===== src/rtl/disp_scan6_if.sv =====
// disp_scan6_if: digit inputs, blink controls and display outputs of the
// six-digit multiplexed 7-segment driver.
interface disp_scan6_if;
  logic [1:0] HH;
  logic [3:0] HL;
  logic [2:0] MH;
  logic [3:0] ML;
  logic [2:0] SH;
  logic [3:0] SL;
  logic [1:0] SETMODE;
  logic       EN2HZ;
  logic [5:0] DIGIT_SEL;
  logic [6:0] SEG;
  logic       DP;

  modport master (
    output HH, HL, MH, ML, SH, SL, SETMODE, EN2HZ,
    input  DIGIT_SEL, SEG, DP
  );

  modport slave (
    input  HH, HL, MH, ML, SH, SL, SETMODE, EN2HZ,
    output DIGIT_SEL, SEG, DP
  );
endinterface


===== src/rtl/disp_scan6.sv =====
// disp_scan6: time-multiplexes HH:MM:SS onto one active-low segment bus.
// Each frame is drawn from a snapshot latched when the scan wraps to digit 0,
// with hour-tens zero blanking, range dashes and blinking of the set field.
module disp_scan6 #(
  parameter int SCAN_DIV = 16384
) (
  input  logic        CLK,
  input  logic        RST,
  disp_scan6_if.slave bus
);

  localparam int CW = (SCAN_DIV > 1) ? $clog2(SCAN_DIV) : 1;
  localparam logic [CW-1:0] CNT_MAX = CW'(SCAN_DIV - 1);
  localparam logic [6:0] SEG_OFF  = 7'b1111111;
  localparam logic [6:0] SEG_DASH = 7'b0111111;

  logic [CW-1:0] cnt_q, cnt_d;
  logic [2:0]    idx_q, idx_d;
  logic          first_q, first_d;
  logic          blink_q, blink_d;
  logic [1:0]    mode_prev_q, mode_prev_d;
  logic [1:0]    hh_q, hh_d;
  logic [3:0]    hl_q, hl_d, ml_q, ml_d, sl_q, sl_d;
  logic [2:0]    mh_q, mh_d, sh_q, sh_d;
  logic [5:0]    sel_q, sel_d;
  logic [6:0]    seg_q, seg_d;
  logic          dp_q, dp_d;

  logic          tc, load, mode_changed, field_hit, blank;
  logic [3:0]    dig_val;
  logic          dig_bad, dig_lz;

  function automatic logic [6:0] seg_decode(input logic [3:0] v);
    case (v)
      4'd0:    seg_decode = 7'b1000000;
      4'd1:    seg_decode = 7'b1111001;
      4'd2:    seg_decode = 7'b0100100;
      4'd3:    seg_decode = 7'b0110000;
      4'd4:    seg_decode = 7'b0011001;
      4'd5:    seg_decode = 7'b0010010;
      4'd6:    seg_decode = 7'b0000010;
      4'd7:    seg_decode = 7'b1111000;
      4'd8:    seg_decode = 7'b0000000;
      4'd9:    seg_decode = 7'b0010000;
      default: seg_decode = SEG_DASH;
    endcase
  endfunction

  // Scan timing, snapshot loading, blink phase and registered output decode
  always_comb begin
    tc      = (cnt_q == CNT_MAX);
    cnt_d   = tc ? '0 : cnt_q + CW'(1);
    first_d = first_q;
    idx_d   = idx_q;
    load    = 1'b0;
    hh_d = hh_q; hl_d = hl_q; mh_d = mh_q;
    ml_d = ml_q; sh_d = sh_q; sl_d = sl_q;

    // The first TC shows digit 0 instead of advancing, so the first frame
    // after reset starts at the leftmost digit.
    if (tc) begin
      if (first_q) begin
        first_d = 1'b0;
        idx_d   = 3'd0;
        load    = 1'b1;
      end else if (idx_q == 3'd5) begin
        idx_d = 3'd0;
        load  = 1'b1;
      end else begin
        idx_d = idx_q + 3'd1;
      end
    end

    if (load) begin
      hh_d = bus.HH; hl_d = bus.HL; mh_d = bus.MH;
      ml_d = bus.ML; sh_d = bus.SH; sl_d = bus.SL;
    end

    mode_changed = (bus.SETMODE != mode_prev_q);
    mode_prev_d  = bus.SETMODE;
    blink_d      = mode_changed ? 1'b0 : (bus.EN2HZ ? ~blink_q : blink_q);

    dig_val = 4'd0;
    dig_bad = 1'b0;
    dig_lz  = 1'b0;
    case (idx_d)
      3'd0: begin dig_val = {2'b00, hh_d}; dig_bad = (hh_d == 2'd3); dig_lz = (hh_d == 2'd0); end
      3'd1: begin dig_val = hl_d;          dig_bad = (hl_d > 4'd9); end
      3'd2: begin dig_val = {1'b0, mh_d};  dig_bad = (mh_d > 3'd5); end
      3'd3: begin dig_val = ml_d;          dig_bad = (ml_d > 4'd9); end
      3'd4: begin dig_val = {1'b0, sh_d};  dig_bad = (sh_d > 3'd5); end
      3'd5: begin dig_val = sl_d;          dig_bad = (sl_d > 4'd9); end
      default: begin dig_val = 4'd0; dig_bad = 1'b0; dig_lz = 1'b0; end
    endcase

    // A cycle with a SETMODE change already counts as phase 0, so a stale
    // phase never blanks the newly selected field.
    field_hit = (bus.SETMODE != 2'd0) && (bus.SETMODE == idx_d[2:1] + 2'd1);
    blank     = blink_q && !mode_changed && field_hit;

    sel_d = 6'b111111;
    seg_d = SEG_OFF;
    dp_d  = 1'b1;
    if (!(first_q && !tc)) begin
      sel_d = ~(6'b000001 << idx_d);
      dp_d  = !((idx_d == 3'd1) || (idx_d == 3'd3));
      if (blank || dig_lz)
        seg_d = SEG_OFF;
      else if (dig_bad)
        seg_d = SEG_DASH;
      else
        seg_d = seg_decode(dig_val);
    end
  end

  // State and output registers, asynchronously cleared
  always_ff @(posedge CLK or negedge RST) begin
    if (!RST) begin
      cnt_q       <= '0;
      idx_q       <= 3'd0;
      first_q     <= 1'b1;
      blink_q     <= 1'b0;
      mode_prev_q <= 2'd0;
      hh_q <= '0; hl_q <= '0; mh_q <= '0;
      ml_q <= '0; sh_q <= '0; sl_q <= '0;
      sel_q       <= 6'b111111;
      seg_q       <= SEG_OFF;
      dp_q        <= 1'b1;
    end else begin
      cnt_q       <= cnt_d;
      idx_q       <= idx_d;
      first_q     <= first_d;
      blink_q     <= blink_d;
      mode_prev_q <= mode_prev_d;
      hh_q <= hh_d; hl_q <= hl_d; mh_q <= mh_d;
      ml_q <= ml_d; sh_q <= sh_d; sl_q <= sl_d;
      sel_q       <= sel_d;
      seg_q       <= seg_d;
      dp_q        <= dp_d;
    end
  end

  assign bus.DIGIT_SEL = sel_q;
  assign bus.SEG       = seg_q;
  assign bus.DP        = dp_q;

endmodule


===== src/flat_wrapper.sv =====
// flat-port wrapper written by rule: the top's interface ports become plain ports
module disp_scan6_flat 
#(
  parameter int SCAN_DIV = 16384
)
  (CLK, RST, bus_HH, bus_HL, bus_MH, bus_ML, bus_SH, bus_SL, bus_SETMODE, bus_EN2HZ, bus_DIGIT_SEL, bus_SEG, bus_DP);
  disp_scan6_if bus_i ();
  input  logic CLK;
  input  logic RST;
  input wire logic [$bits(bus_i.HH)-1:0] bus_HH;
  input wire logic [$bits(bus_i.HL)-1:0] bus_HL;
  input wire logic [$bits(bus_i.MH)-1:0] bus_MH;
  input wire logic [$bits(bus_i.ML)-1:0] bus_ML;
  input wire logic [$bits(bus_i.SH)-1:0] bus_SH;
  input wire logic [$bits(bus_i.SL)-1:0] bus_SL;
  input wire logic [$bits(bus_i.SETMODE)-1:0] bus_SETMODE;
  input wire logic [$bits(bus_i.EN2HZ)-1:0] bus_EN2HZ;
  output wire logic [$bits(bus_i.DIGIT_SEL)-1:0] bus_DIGIT_SEL;
  output wire logic [$bits(bus_i.SEG)-1:0] bus_SEG;
  output wire logic [$bits(bus_i.DP)-1:0] bus_DP;
  assign bus_i.HH = bus_HH;
  assign bus_i.HL = bus_HL;
  assign bus_i.MH = bus_MH;
  assign bus_i.ML = bus_ML;
  assign bus_i.SH = bus_SH;
  assign bus_i.SL = bus_SL;
  assign bus_i.SETMODE = bus_SETMODE;
  assign bus_i.EN2HZ = bus_EN2HZ;
  assign bus_DIGIT_SEL = bus_i.DIGIT_SEL;
  assign bus_SEG = bus_i.SEG;
  assign bus_DP = bus_i.DP;
  disp_scan6 #(.SCAN_DIV(SCAN_DIV)) u_core (.CLK(CLK), .RST(RST), .bus(bus_i));
endmodule

===== config.mk =====
export PLATFORM = sky130hd
export DESIGN_NAME = disp_scan6_flat
export DESIGN_NICKNAME = d
export VERILOG_FILES = /design/src/rtl/disp_scan6_if.sv /design/src/rtl/disp_scan6.sv /design/src/flat_wrapper.sv
export SDC_FILE = /design/constraint.sdc
export NUM_CORES = 1
export LEC_CHECK = 0
export BUFFER_PORTS_ARGS = -buffer_cell sky130_fd_sc_hd__buf_2
export CORE_MARGIN = 1.5
export CORE_UTILIZATION = 50
export CTS_BUF_LIST = sky130_fd_sc_hd__clkbuf_8
export DETAILED_ROUTE_END_ITERATION = 10
export PLACE_DENSITY = 0.75
export SLEW_MARGIN = 10
export SYNTH_ARGS = -nofsm -noshare
export SYNTH_HDL_FRONTEND = slang
export SYNTH_SLANG_ARGS = --single-unit

===== constraint.sdc =====
create_clock -name CLK -period 3.1 [get_ports CLK]
set_clock_uncertainty 0.05 [all_clocks]
set_input_delay 0.62 -clock CLK [delete_from_list [all_inputs] [get_ports CLK]]
set_output_delay 0.62 -clock CLK [all_outputs]
set_load 0.02 [all_outputs]

==> results of run 1 <==
[cell usage after synthesis, drive strengths merged, types with 3 or more instances]
master	instances	area [um^2]
and3	4	26.3
a21oi	6	30.0
dfstp	15	394
mux2	12	139
nand4	3	31.3
buf	4	35.0
dfrtp	40	1000
nand2b	3	18.8
a211oi	3	27.5
o21a	3	22.5
nor2b	4	25.0
clkbuf	8	30.0
a211o	3	26.3
nor3	3	15.0
and2	4	25.0
inv	8	30.0
mux2i	9	90.1
o31ai	4	40.0
nand2	26	97.6
or3	3	18.8
xor2	7	61.3
o21ai	19	95.1
ha	7	87.6
nor2	14	52.6
nand3	18	90.1
xnor2	7	61.3
a21boi	3	22.5
[cells in the final DEF, fill, tap and decap left out, types with 5 or more instances in the layout]
cell type / instances
nand3_1: 17
nor2_1: 13
xor2_1: 7
nand2_1: 26
a21oi_1: 5
mux2i_1: 7
ha_1: 6
clkbuf_8: 5
inv_1: 10
buf_4: 38
o21ai_1: 5
xnor2_1: 7
dfstp_2: 15
mux2_2: 11
o21ai_0: 13
buf_2: 38
dfrtp_1: 40
[area by class of cell]
class | instances | area share
Inverter | 8 | 0.00837
Sequential cell | 55 | 0.389
Clock buffer | 5 | 0.0192
Multi-Input combinational cell | 194 | 0.405
Clock inverter | 3 | 0.0105
Timing Repair Buffer | 79 | 0.143
Tap cell | 72 | 0.0251
[routing by layer]
layer	wire (um)	vias up
met2	3310	79
met4	110	0
met1	2990	1168
met5	0	-
li1	-	1118
met3	363	12
[timing repair]
action                                  in CTS  in global routing
setup buffers                                3                  1
pin swaps                                    2                  2
gates resized for setup                      5                 23
hold buffers                                 0                  0
endpoints found under the setup margin       7                  7
[per-stage QoR]
stage          worst slack [ns]  hold slack [ns]  instances  power, mW
6_report                 0.0948            0.227        416       1.22
5_1_grt                 -0.0439            0.259        416       1.27
4_1_cts                 0.00125            0.238        415       1.23
3_5_place_dp            -0.0999            0.424        404      0.778
3_3_place_gp             0.0188            0.412        404      0.776
2_1_floorplan            0.0102            0.274        269      0.742
[logic make-up after synthesis]
logic type	share of synthesized area
compound gates	0.161
fa+ha+maj	0.0306
xor+xnor	0.0429
buf+inv	0.0333
flops	0.488
mux	0.0801
simple gates	0.164
[how the worst max path moves through the flow]
| stage | start | end | slack (ns) | cells after the start |
|---|---|---|---|---|
| after detailed placement | u_core.cnt_q[12]$_DFF_PN0_ | u_core.bus.SEG[5]$_DFF_PN1_ | -0.1 | 10 |
| final | u_core.cnt_q[0]$_DFF_PN0_ | u_core.bus.SEG[5]$_DFF_PN1_ | 0.09 | 12 |
| after CTS | u_core.cnt_q[12]$_DFF_PN0_ | u_core.bus.SEG[5]$_DFF_PN1_ | 0.001 | 11 |
| after global routing | u_core.cnt_q[1]$_DFF_PN0_ | u_core.bus.SEG[5]$_DFF_PN1_ | -0.04 | 12 |
| after global placement | u_core.cnt_q[7]$_DFF_PN0_ | u_core.bus.SEG[5]$_DFF_PN1_ | 0.02 | 10 |
| after floorplan | u_core.cnt_q[0]$_DFF_PN0_ | u_core.bus.SEG[5]$_DFF_PN1_ | 0.01 | 13 |
[sequential cells by signal, indices dropped and copies added (netlist names)]
| name | cells |
|---|---|
| u_core.first_q | 1 |
| u_core.cnt_q | 14 |
| u_core.mode_prev_q | 2 |
| u_core.mh_q | 3 |
| u_core.hh_q | 2 |
| u_core.idx_q | 3 |
| u_core.blink_q | 1 |
| u_core.hl_q | 4 |
| u_core.bus.SEG | 7 |
| u_core.bus.DP | 1 |
| u_core.sl_q | 4 |
| u_core.bus.DIGIT_SEL | 6 |
| u_core.ml_q | 4 |
| u_core.sh_q | 3 |
[report_power, final]
part           internal (mW)  switching, mW  total [mW]
clock network          0.236          0.226       0.461
registers              0.720        0.00130       0.722
logic                 0.0169         0.0246      0.0414
==> results.txt, run 1 <==
Status - completed
Count of routing violations after the opening detailed-route iteration - 217
Residual DRC count - 0
Post-route cell area - 3590 um^2
CTS buffer count - 5
Critical Path Fanout Max - 11
Count of final max-slew check failures - 0
Worst reg2reg path depth - 12
Height of the chip - 78.6 um
Half-perimeter wire length after placement - 4.99 mm
Startpoint types - register
Clk Tree Root Cell - clkbuf_8
Buffers from clock root to sink, at most - 2
Net count of the mapped netlist - 301
First-pass GRT wire length - 11.1 mm
Met3 usage in global routing - 0.0465
Count of TritonRoute iterations in the first routing pass - 4
Primary FF master, synth - dfrtp_1
Count of antenna diodes in the layout - 0
Final Util - 0.652
Overall routing resource usage - 0.232
Slew headroom - 0.613
Setup crit end kind - register
Routed WL - 6.77 mm
Final-layout fill cell count - 426
Number of instances in the synthesized netlist - 269
Unrepaired setup endpoints after global routing - yes
Area occupied by registers - 1400 um^2
Total Neg Setup Slack - 0 ns
Clock latency reported for the late side of the worst-skew pair - 0.31 ns
Path type of the worst setup path - reg -> reg
Most used cell, CP - ha_1
Mean area per synthesized cell - 10.6 um^2
Fin crit period - 3.01 ns
Vias in the first global route - 2,358
Number of top-level pins - 39
Final Wtd Congestion - 0.879
M1 GR Usage - 0.313
RR Endpoint - u_core.bus.SEG[5]$_DFF_PN1_
Site row count - 27
Multi-input combinational cell area - 1450 um^2
Post-DRT Antenna Nets - 0
Power density relative to cell area - 341 nW/um^2
Buffer and inverter count on the worst path - 2
Nets - 375
Clock tree from TritonCTS - yes
FF-to-FF Start - u_core.cnt_q[0]$_DFF_PN0_
Grt met2 use - 0.368
Share of the cycle needed by the critical path after routing - 0.969
Initial antenna violation count - 0
Number of input and output port buffers inserted - 38
Global route overflow - 0
Busiest metal layer after global routing - met2
Largest vdd supply drop - 0.000214 V
Number of sinks on the clock net - 55
Starting density of the core - 0.519
Cell area after synthesis - 2860 um^2
Area of the die - 6180 um^2
Class of the tightest hold or removal check - in -> async
Die W - 78.6 um
Number of flops mapped to enable cells by yosys - 0
Upper clock frequency limit - 333 MHz
Least-Margin Pin Slew - 0.581 ns
Vias per cell - 5.71
Number of hold violations in the final report - 0
Library cell contributing the largest single delay on the critical path - or4_4
Largest net degree at the start of global routing - 25
Routed vias - 2,377
Number of setup violations in the final report - 0
Routed WL per cell - 16.3 um
Leakage power total - 1.63 nW
Number of synthesized register bits - 55
Syn. warnings - 0
Data required time at the worst endpoint - 3.28 ns
Area delta synth->final - 25.6%
Sequential-to-total area share from yosys stat - 0.488
Clock-pin transition on the worst setup and hold timing paths - 0.10 ns
Layout cell share with drive strength beyond 1 - 0.398
Max incr delay on CP - 0.45 ns
Cell area reported after detailed placement - 3360 um^2
Critical Path, Cell by Cell - ha_1 -> nand2_1 -> or4_4 -> nor2_4 -> buf_8 -> mux2_2 -> a32oi_2 -> a31o_2 -> inv_1 -> ha_1 -> o31ai_2 -> o21ai_1
Netlist cell types - 56
Share of async-settable or async-resettable flops after synthesis - 1.00
Family with the most delay on the worst path - compound AO/OA/AOI/OAI gates
Data arrival time of the worst path - 3.19 ns
Reg-to-reg slack, setup - 0.09 ns
Placeable Area - 5510 um^2
Count of maximum capacitance violations - 0
Htree depth - 2
(Power assumes the default switching activity.)
==> run 2, diff against run 1 <==
--- a/config.mk
+++ b/config.mk
@@ -6,7 +6,6 @@
 export NUM_CORES = 1
 export LEC_CHECK = 0
 export BUFFER_PORTS_ARGS = -buffer_cell sky130_fd_sc_hd__buf_2
-export CORE_MARGIN = 1.5
 export CORE_UTILIZATION = 50
 export CTS_BUF_LIST = sky130_fd_sc_hd__clkbuf_8
 export DETAILED_ROUTE_END_ITERATION = 10
==> results.txt, run 2 (synthesis gave the netlist of run 1 again) <==
Area of the die - 6020 um^2 (was 6180 um^2)
Largest net degree at the start of global routing - 56 (was 25)
Routed WL per cell - 15.6 um (was 16.3 um)
Upper clock frequency limit - 334 MHz (was 333 MHz)
Number of hold violations in the final report - 0 (unchanged)
Number of input and output port buffers inserted - 38 (unchanged)
Final-layout fill cell count - 454 (was 426)
Final Util - 0.649 (was 0.652)
Die W - 77.6 um (was 78.6 um)
Number of instances in the placed design - 401 (was 404)
CTS buffer count - 5 (unchanged)
Largest vdd supply drop - 0.000223 V (was 0.000214 V)
Data required time at the worst endpoint - 3.29 ns (was 3.28 ns)
Pre-CTS setup slack - -0.0785 ns (was -0.0999 ns)
Area delta synth->final - 25.1% (was 25.6%)
Buffers from clock root to sink, at most - 2 (unchanged)
Vias in the first global route - 2,218 (was 2,358)
Final Total Pwr - 1.19 mW (was 1.22 mW)
Number of standard cells in the layout, taps in and fillers out - 415 (was 416)
Most used cells in the layout excluding fill and tap cells - dfrtp_1, buf_2, buf_4, nand2_1, nand3_1 (unchanged)
Switching part of the total - 0.210 (was 0.206)
Final setup slack of the worst path - 0.102 ns (was 0.0948 ns)
First-pass GRT wire length - 10.5 mm (was 11.1 mm)
Starting density of the core - 0.519 (unchanged)
Area occupied by registers - 1400 um^2 (unchanged)
Class of the tightest hold or removal check - in -> async (unchanged)
Number of top-level pins - 39 (unchanged)
Vias per cell - 5.66 (was 5.71)
Hold-fix buffers at CTS - 0 (unchanged)
Final Wtd Congestion - 0.814 (was 0.879)
Count of antenna diodes in the layout - 0 (unchanged)
Clock-pin transition on the worst setup and hold timing paths - 0.09 ns (was 0.10 ns)
Overall routing resource usage - 0.223 (was 0.232)
Routed WL - 6.48 mm (was 6.77 mm)
Multi-input combinational cell area - 1450 um^2 (about the same)
Sequential group share of total power - 0.608 (was 0.589)
Sw Pwr - 250 uW (was 252 uW)
Clock latency reported for the late side of the worst-skew pair - 0.31 ns (about the same)
Post-route cell area - 3580 um^2 (was 3590 um^2)
Count of routing violations after the opening detailed-route iteration - 191 (was 217)
Setup crit end kind - register (unchanged)
Htree depth - 2 (unchanged)
Number of sinks on the clock net - 55 (unchanged)
Count of TritonRoute iterations in the first routing pass - 4 (unchanged)
Critical Path Fanout Max - 16 (was 11)
Half-perimeter wire length after placement - 4.67 mm (was 4.99 mm)
Clk Tree Root Cell - clkbuf_8 (unchanged)
Comb pwr share - 0.033 (was 0.034)
Leakage power total - 1.62 nW (was 1.63 nW)
Clock tree from TritonCTS - yes (unchanged)
Flip-flop count of the largest register after layout - 14 (unchanged)
Height of the chip - 77.6 um (was 78.6 um)
Status - completed (unchanged)
Power density relative to cell area - 332 nW/um^2 (was 341 nW/um^2)
Share of the cycle needed by the critical path after routing - 0.967 (was 0.969)
Relative contribution of the clock network to total power - 0.359 (was 0.377)
Startpoint types - register (unchanged)
Global route overflow - 0 (unchanged)
Least-Margin Pin Slew - 0.690 ns (was 0.581 ns)
Routed vias - 2,348 (was 2,377)
Worst hold-check slack - 0.371 ns (was 0.227 ns)
Fin crit period - 3.00 ns (was 3.01 ns)
Placeable Area - 5510 um^2 (unchanged)
Total Neg Setup Slack - 0 ns (unchanged)
Number of setup violations in the final report - 0 (unchanged)
Slew headroom - 0.540 (was 0.613)
Layout cell share with drive strength beyond 1 - 0.397 (was 0.398)
Post-DRT Antenna Nets - 0 (unchanged)
Register with the highest flop count - u_core.cnt_q (unchanged)
Leading cell type in the layout, fill and taps excluded - dfrtp_1 (unchanged)
Data arrival time of the worst path - 3.18 ns (was 3.19 ns)
Initial antenna violation count - 0 (unchanged)
Cell area reported after detailed placement - 3350 um^2 (was 3360 um^2)
Path type of the worst setup path - reg -> reg (unchanged)
Count of maximum capacitance violations - 0 (unchanged)
P_int - 937 uW (was 973 uW)
Site row count - 27 (unchanged)
Count of final max-slew check failures - 0 (unchanged)
Residual DRC count - 0 (unchanged)
Nets - 374 (was 375)
==> run 2: worst paths after layout <==
check | from | end | cells past startpoint | slack [ns]
worst max-delay path | u_core.cnt_q[1]$_DFF_PN0_ | u_core.bus.SEG[5]$_DFF_PN1_ | 12 | 0.10
worst min-delay path | RST | u_core.cnt_q[7]$_DFF_PN0_ | 2 | 0.37
worst max register to register | u_core.cnt_q[1]$_DFF_PN0_ | u_core.bus.SEG[5]$_DFF_PN1_ | 12 | 0.10
worst min register to register | u_core.cnt_q[12]$_DFF_PN0_ | u_core.cnt_q[12]$_DFF_PN0_ | 1 | 0.43
max in group asynchronous | RST | u_core.sh_q[0]$_DFF_PN0_ | 2 | 2.16
min in group CLK | bus_SETMODE[0] | u_core.mode_prev_q[0]$_DFF_PN0_ | 1 | 0.42
==> run 2: timing repair <==
action / 4_1_cts / 5_1_grt
resized for setup: 2 / 22
buffers inserted: 1 / 5
setup endpoints to repair: 7 / 7
pin swaps: 2 / 4
==> run 2: area by class of cell <==
cell class,instances,area share
timing repair buffer,78,0.144
inverter,8,0.00840
multi-input combinational,194,0.404
sequential,55,0.390
clock buffer,7,0.0269
clock inverter,1,0.00105
tap,72,0.0252
==> run 2: routing by layer <==
layer	GRT usage	vias up	wire, um
li1	-	1119	-
met1	0.314	1159	2980
met3	0.0376	9	286
met2	0.357	61	3130
met4	0.0604	0	82
met5	0	-	0
==> run 2: critical path, stage by stage, from the launching register on <==
cell       delay [ns]
dfrtp_1          0.38
ha_2             0.19
nand2_1          0.06
or4_4            0.44
buf_6            0.18
mux2_4           0.31
a21boi_0         0.13
a2111oi_2        0.36
buf_4            0.19
a21oi_2          0.08
ha_1             0.23
o31ai_4          0.22
o21ai_1          0.11
==> run 2: power groups by stage <==
| stage | combinational (mW) | clock [mW] | sequential (mW) |
|---|---|---|---|
| 5_1_grt | 0.0454 | 0.468 | 0.722 |
| 3_5_place_dp | 0.0409 | 0 | 0.735 |
| 3_3_place_gp | 0.0403 | 0 | 0.735 |
| 6_report | 0.0396 | 0.426 | 0.722 |
| 4_1_cts | 0.0410 | 0.435 | 0.722 |
| 2_1_floorplan | 0.00685 | 0 | 0.735 |
